--- src/rtl/atmr_stim_voter.sv ---
// Purpose: LFSR stimulus driver and 2-of-3 majority voter for a triplicated combinational block.
// Latency: 2 cycles per vector (drive, sample); done pulses 2*N+1 cycles after an accepted start.
// Backpressure: none; start is only honoured in IDLE, and is ignored while busy or in FIN.
module atmr_stim_voter (
    input  logic        clk,
    input  logic        rst,
    input  logic        start,
    input  logic [13:0] seed,
    input  logic [15:0] num_vectors,
    output logic [13:0] vec_out,
    input  logic [7:0]  resp_a,
    input  logic [7:0]  resp_b,
    input  logic [7:0]  resp_c,
    output logic [7:0]  voted,
    output logic        busy,
    output logic        done,
    output logic [15:0] disagree_cnt,
    output logic [15:0] fatal_cnt
);

    typedef enum logic [1:0] {
        IDLE   = 2'd0,
        DRIVE  = 2'd1,
        SAMPLE = 2'd2,
        FIN    = 2'd3
    } state_t;

    state_t      state;
    logic [15:0] remaining;

    logic [7:0]  vote_now;
    logic        mismatch_now;
    logic        fatal_now;
    logic [13:0] lfsr_next;

    // Vote, classify the live replica responses, and compute the next LFSR word.
    always_comb begin
        vote_now     = (resp_a & resp_b) | (resp_a & resp_c) | (resp_b & resp_c);
        mismatch_now = (resp_a != vote_now) || (resp_b != vote_now) || (resp_c != vote_now);
        fatal_now    = (resp_a != resp_b) && (resp_a != resp_c) && (resp_b != resp_c);
        lfsr_next    = {vec_out[12:0], vec_out[13] ^ vec_out[12] ^ vec_out[11] ^ vec_out[1]};
    end

    // Run sequencer: all outputs are registered and only change on state transitions.
    always_ff @(posedge clk) begin
        if (rst) begin
            state        <= IDLE;
            remaining    <= 16'd0;
            vec_out      <= 14'd0;
            voted        <= 8'd0;
            busy         <= 1'b0;
            done         <= 1'b0;
            disagree_cnt <= 16'd0;
            fatal_cnt    <= 16'd0;
        end else begin
            case (state)
                IDLE: begin
                    if (start) begin
                        disagree_cnt <= 16'd0;
                        fatal_cnt    <= 16'd0;
                        if (num_vectors != 16'd0) begin
                            // An all-zero seed would lock the LFSR, so it is nudged to 1.
                            vec_out   <= (seed == 14'd0) ? 14'd1 : seed;
                            remaining <= num_vectors;
                            busy      <= 1'b1;
                            state     <= DRIVE;
                        end else begin
                            done  <= 1'b1;
                            state <= FIN;
                        end
                    end
                end
                DRIVE: begin
                    // Replicas are combinational; one full cycle lets them settle.
                    state <= SAMPLE;
                end
                SAMPLE: begin
                    voted <= vote_now;
                    if (mismatch_now && (disagree_cnt != 16'hFFFF)) begin
                        disagree_cnt <= disagree_cnt + 16'd1;
                    end
                    if (fatal_now && (fatal_cnt != 16'hFFFF)) begin
                        fatal_cnt <= fatal_cnt + 16'd1;
                    end
                    remaining <= remaining - 16'd1;
                    if (remaining == 16'd1) begin
                        busy  <= 1'b0;
                        done  <= 1'b1;
                        state <= FIN;
                    end else begin
                        vec_out <= lfsr_next;
                        state   <= DRIVE;
                    end
                end
                FIN: begin
                    done  <= 1'b0;
                    state <= IDLE;
                end
                default: begin
                    busy  <= 1'b0;
                    done  <= 1'b0;
                    state <= IDLE;
                end
            endcase
        end
    end

endmodule

--- config.mk ---
export PLATFORM = sky130hd
export DESIGN_NAME = atmr_stim_voter
export DESIGN_NICKNAME = d
export VERILOG_FILES = /design/src/rtl/atmr_stim_voter.sv
export SDC_FILE = /design/constraint.sdc
export NUM_CORES = 1
export LEC_CHECK = 0
export CAP_MARGIN = 20
export CELL_PAD_IN_SITES_DETAIL_PLACEMENT = 2
export CELL_PAD_IN_SITES_GLOBAL_PLACEMENT = 2
export CORE_MARGIN = 1.5
export CORE_UTILIZATION = 25
export DETAILED_ROUTE_END_ITERATION = 10
export PLACE_DENSITY_LB_ADDON = 0.12
export SYNTH_ARGS = -nofsm -noshare
export SYNTH_HDL_FRONTEND = slang
export SYNTH_SLANG_ARGS = --single-unit
--- constraint.sdc ---
create_clock -name clk -period 2.31 [get_ports clk]
set_clock_uncertainty 0.15 [all_clocks]
set_input_delay 0.3465 -clock clk [delete_from_list [all_inputs] [get_ports clk]]
set_output_delay 0.3465 -clock clk [all_outputs]
set_load 0.01 [all_outputs]
Word-level counts from Yosys, hierarchy flattened --
Cells that the tools add are included.
Cells by class: $add $sub $neg 3, reduce and logical (&&, ||, !) cells 17, eq/ne operators 19, mux-type cells 25, bitwise logic cells 8
Operators by type and width (number):
- 16-bit one-hot mux with 2 select lines | 3
- 16-bit 2-to-1 mux | 5
- 14-bit 2-to-1 mux | 4
- 8-bit != test | 6
- 16-bit by 1-bit adder with 16-bit output (second input constant) | 2
- 16-bit != test (second input constant) | 2
- 14-bit one-hot mux with 2 select lines | 1
- 8-bit AND | 3
- 16-bit by 1-bit == test with 1-bit output (second input constant) | 1
- 8-bit OR | 2
- 16-bit nonzero test | 1
- 16-bit by 1-bit subtractor with 16-bit output (second input constant) | 1
- 14-bit zero test | 1
- 2-bit != test (second input constant) | 7
- 4-bit AND reduction | 3
- 3-bit AND reduction | 3
- 2-bit one-hot mux with 4 select lines | 1
- 1-bit 2-to-1 mux | 6
- 2-bit 2-to-1 mux | 3
- 2-bit == test (second input constant) | 2
- 1-bit logical AND | 4
- 1-bit one-hot mux with 3 select lines | 1
- 3-bit nonzero test | 1
- 1-bit bitwise XOR | 3
- other kinds (5) | 6
Storage, ports and cells: input bits 57, output and inout bits 56, flip-flop bits (word level) 74, logic and storage cells 80

Depth between registers and ports, before layout --
word-level depth 9, mapped depth 9, gate-level depth less buffers 8

Worst setup path after synthesis --
OpenSTA, ideal clock, no wires.
kind input port to flip-flop, from in resp_a[5], to reg disagree_cnt[6], arrival time 2048 ps, stages on the path 8, setup time 75 ps, required time 2085 ps, path slack 37 ps, path buffers 0, cell sequence ha_1 -> nor3_1 -> nand3b_1 -> a222oi_1 -> nand4_2 -> nand2_1 -> or4_1 -> a31oi_1
Between the ends: longest elaborated chain between the ends 9, elaborated cells on any way between the ends 12, classes of those cells 4 x eq/ne; 4 x bitwise; 4 x reduce/logical
RTL lines:
- from (decl) | line 11 | input logic [7:0] resp_a,
- 8-bit AND | line 38 | vote_now = (resp_a & resp_b) | (resp_a & resp_c) | (resp_b & resp_c);
- 8-bit OR (2 in a row) | line 38
- 8-bit != test | line 39 | mismatch_now = (resp_a != vote_now) || (resp_b != vote_now) || (resp_c != vote_now);
- 1-bit logical OR | line 39
- 1-bit logical OR (*) | line 39
- 1-bit logical AND (*) | line 79 | if (mismatch_now && (disagree_cnt != 16'hFFFF)) begin
- 2-bit != test (no line) (*)
- 3-bit AND reduction (no line) (*)
- to (signal assigned) | line 80 | disagree_cnt <= disagree_cnt + 16'd1;
- to (decl) | line 17 | output logic [15:0] disagree_cnt,
Mark *: on every way between the ends. The rest lies on a longest branch, timed or not. A chain may end at the register's enable or synchronous reset.

Worst setup path after layout --
from reg remaining[8], to reg remaining[15]
Between the ends: longest elaborated chain between the ends 2
RTL lines:
- from (decl) | line 29 | logic [15:0] remaining;
- from (signal assigned) | line 64 | remaining <= num_vectors;
- from (signal assigned) | line 85 | remaining <= remaining - 16'd1;
- 16-bit by 1-bit subtractor with 16-bit output | line 85
- 16-bit one-hot mux with 2 select lines | line 56 | case (state)
No other way between the ends.

==> flow_metrics.tcl <==
set metrics [dict create \
    cts_max_level 3 \
    fillers 1928 \
    max-cap-violations 0 \
    drc 0 \
    synthesis.area_um2 4420 \
    critPathLaunchType "register" \
    overflow 0 \
    vias 4983 \
    clk_path_buf_depth 2 \
    leakage_nw 2.64 \
    clk_latency_ns 0.34 \
    die_area_um2 18500 \
    areaGrowthSynthToFinish_pct 57.8 \
    grt_max_degree 36 \
    yosys-top-cells-count "nor2_1, dfxtp_1, nand2_1, ha_1" \
    final_nets 828 \
    synth-edff-count 0 \
    track_usage_pct 19.2 \
    port_buffers 112 \
    async_flop_share_pct 0 \
    initial_core_util_pct 25.6 \
    setup_viol 0 \
    yosysTopAreaCellShare_pct 33.5 \
    synth-main-ff-cell "dfxtp_1" \
    end_kind "register" \
    rsz0062_at_grt "true" \
    cp_max_fo 5 \
    crit_type "reg2reg" \
    p_per_area_nw_per_um2 552 \
    cts_buffers 9 \
    status "completed" \
    ys_ff_latch 74 \
    root_buffer "clkbuf_16" \
    cts_tree "done" \
    antenna_left 0 \
    drive_gt1_share_pct 26.1 \
    avgSynthCellArea_um2 8.03 \
    final_cells 973 \
    cts_hold_buffers 0 \
    grt_pass1_wl_um 28100 \
    wl_um 17300 \
    fin_area_um2 6980 \
    hold_viol_final 0 \
    fp.dieH_um 136 \
    fmax_mhz 445 \
    synthCells 551 \
    hold_class "in2reg" \
    fin_util_pct 40.3 \
    dp_cells 940 \
    viasPerCell 5.12 \
    core_area_um2 17300 \
    antenna_found_initial 0 \
    io-pin-count 113 \
    rows 48 \
    yosysMostFrequentCell "nor2_1" \
    globalplace.congestion 0.784 \
    fin_crit_ns 2.25 \
    synth_warnings 0 \
    synth_top_cell_by_area "dfxtp_1" \
    antenna_cells 0 \
    required_ns 2.37 \
    cts.clk_slew.worst_paths_ns 0.06 \
    slew_headroom_pct 75.3 \
    dr.pass1.iters 4 \
    worstPathArrival_ns 2.31 \
    vdd_drop_max_mv 0.336 \
    synth_area_leaders "dfxtp_1, ha_1, nor2_1, nand2_1, a311oi_2" \
    hpwl_um 12800 \
    dpl_cell_area_um2 6340 \
    detail_route.iter0.violations 116 \
    synthDistinctLibCells 58 \
    drv_slew 0 \
    finalPower_w 0.00385 \
    tightest_slew_ns 0.371 \
    synth_nets 636 \
    die_w_um 136 \
    detail_route.wl_per_cell_um 17.8 \
    post-route-period-util_pct 97.2 \
    ys_seq_area_share_pct 33.5 \
    grt_pass1_vias 5498 \
    clkSinkCount 74 \
]
-- area by class of cell --
cell class / instances / area [µm²] / share of cell area, %
clock inverter: 6 / 41.3 / 0.592
timing repair buffer: 207 / 1820 / 26.1
multi-input combinational: 446 / 3100 / 44.4
sequential: 74 / 1480 / 21.2
inverter: 5 / 18.8 / 0.269
clock buffer: 10 / 239 / 3.42
tap: 225 / 282 / 4.03
-- final timing paths --
check	slack, ns	depth (start not counted)	startpoint	end
hold reg to reg	0.35	2	remaining[6]	remaining[6]
setup / recovery	0.06	7	remaining[8]	remaining[15]
setup reg to reg	0.06	7	remaining[8]	remaining[15]
hold / removal	0.21	2	rst	disagree_cnt[1]
-- cells in the final DEF (no fill, tap or decap), drive strengths merged, types with 5 or more instances in the layout --
master and instances:
a211oi 14, a21oi 31, a311oi 14, and3 14
buf 97, clkbuf 23, clkdlybuf4s50 87, dfxtp 74
dlygate4sd2 6, ha 28, inv 6, nand2 71
nand2b 5, nand3 24, nand3b 5, nand4 12
nor2 77, nor3 22, nor4 14, o21ai 29
o22ai 5, o31ai 6, or3 5, xnor2 6
xor2 12
-- layer usage --
layer / wire length [µm] / vias to the layer above / global-route usage (%)
met5: 0 / - / 0
li1: - / 2420 / -
met4: 205 / 0 / 4.61
met2: 8720 / 84 / 34.4
met3: 832 / 18 / 4.40
met1: 7580 / 2461 / 23.0
-- power by group --
group	internal, W	leakage [nW]	switching (W)
combinational	0.000533	1.90	0.000540
sequential	0.00136	0.605	0.0000768
clock	0.000757	0.131	0.000590
total	0.00265	2.64	0.00121
-- what timing repair did --
| action | in CTS | in global routing |
|---|---|---|
| setup buffers | 15 | 2 |
| resized for setup | 55 | 65 |
| endpoints found under the hold margin | 0 | 0 |
| setup endpoints to repair | 48 | 62 |
| pin swaps | 15 | 26 |
-- flip-flops by register name, indices dropped and copies added (netlist names) --
register	flops
busy	1
disagree_cnt	16
done	1
fatal_cnt	16
remaining	16
state	2
vec_out	14
voted	8
-- metrics by stage --
| stage | hold WS (ns) | TNS [ns] | worst slack, ns |
|---|---|---|---|
| 5_1_grt | 0.213 | -0.0448 | -0.0241 |
| 4_1_cts | 0.186 | 0 | 0.00251 |
| 3_5_place_dp | 0.343 | -30.44 | -0.957 |
| 2_1_floorplan | 0.309 | 0 | 0.0369 |
| 3_3_place_gp | 0.325 | -25.82 | -0.797 |
| 6_report | 0.211 | 0 | 0.0642 |
-- kinds of logic after synthesis --
family / after synthesis / synth area share [%]
AOI/OAI and AO/OA: 126 / 21.0
and+or+nand+nor: 271 / 30.3
adders and majority gates: 28 / 7.92
xor gates and xnor gates: 18 / 3.56
muxes: 3 / 0.679
DFF: 74 / 33.5
buffers and inverters: 31 / 3.00
-- critical path: stages, from the launching register on --
cell      delay (ns)
dfxtp_2         0.34
or4_4           0.53
or3_4           0.39
nand2b_4        0.18
nor3_4          0.20
a31oi_1         0.11
o22ai_1         0.17
nor2_1          0.05
Power figures use the tool's default switching activity.
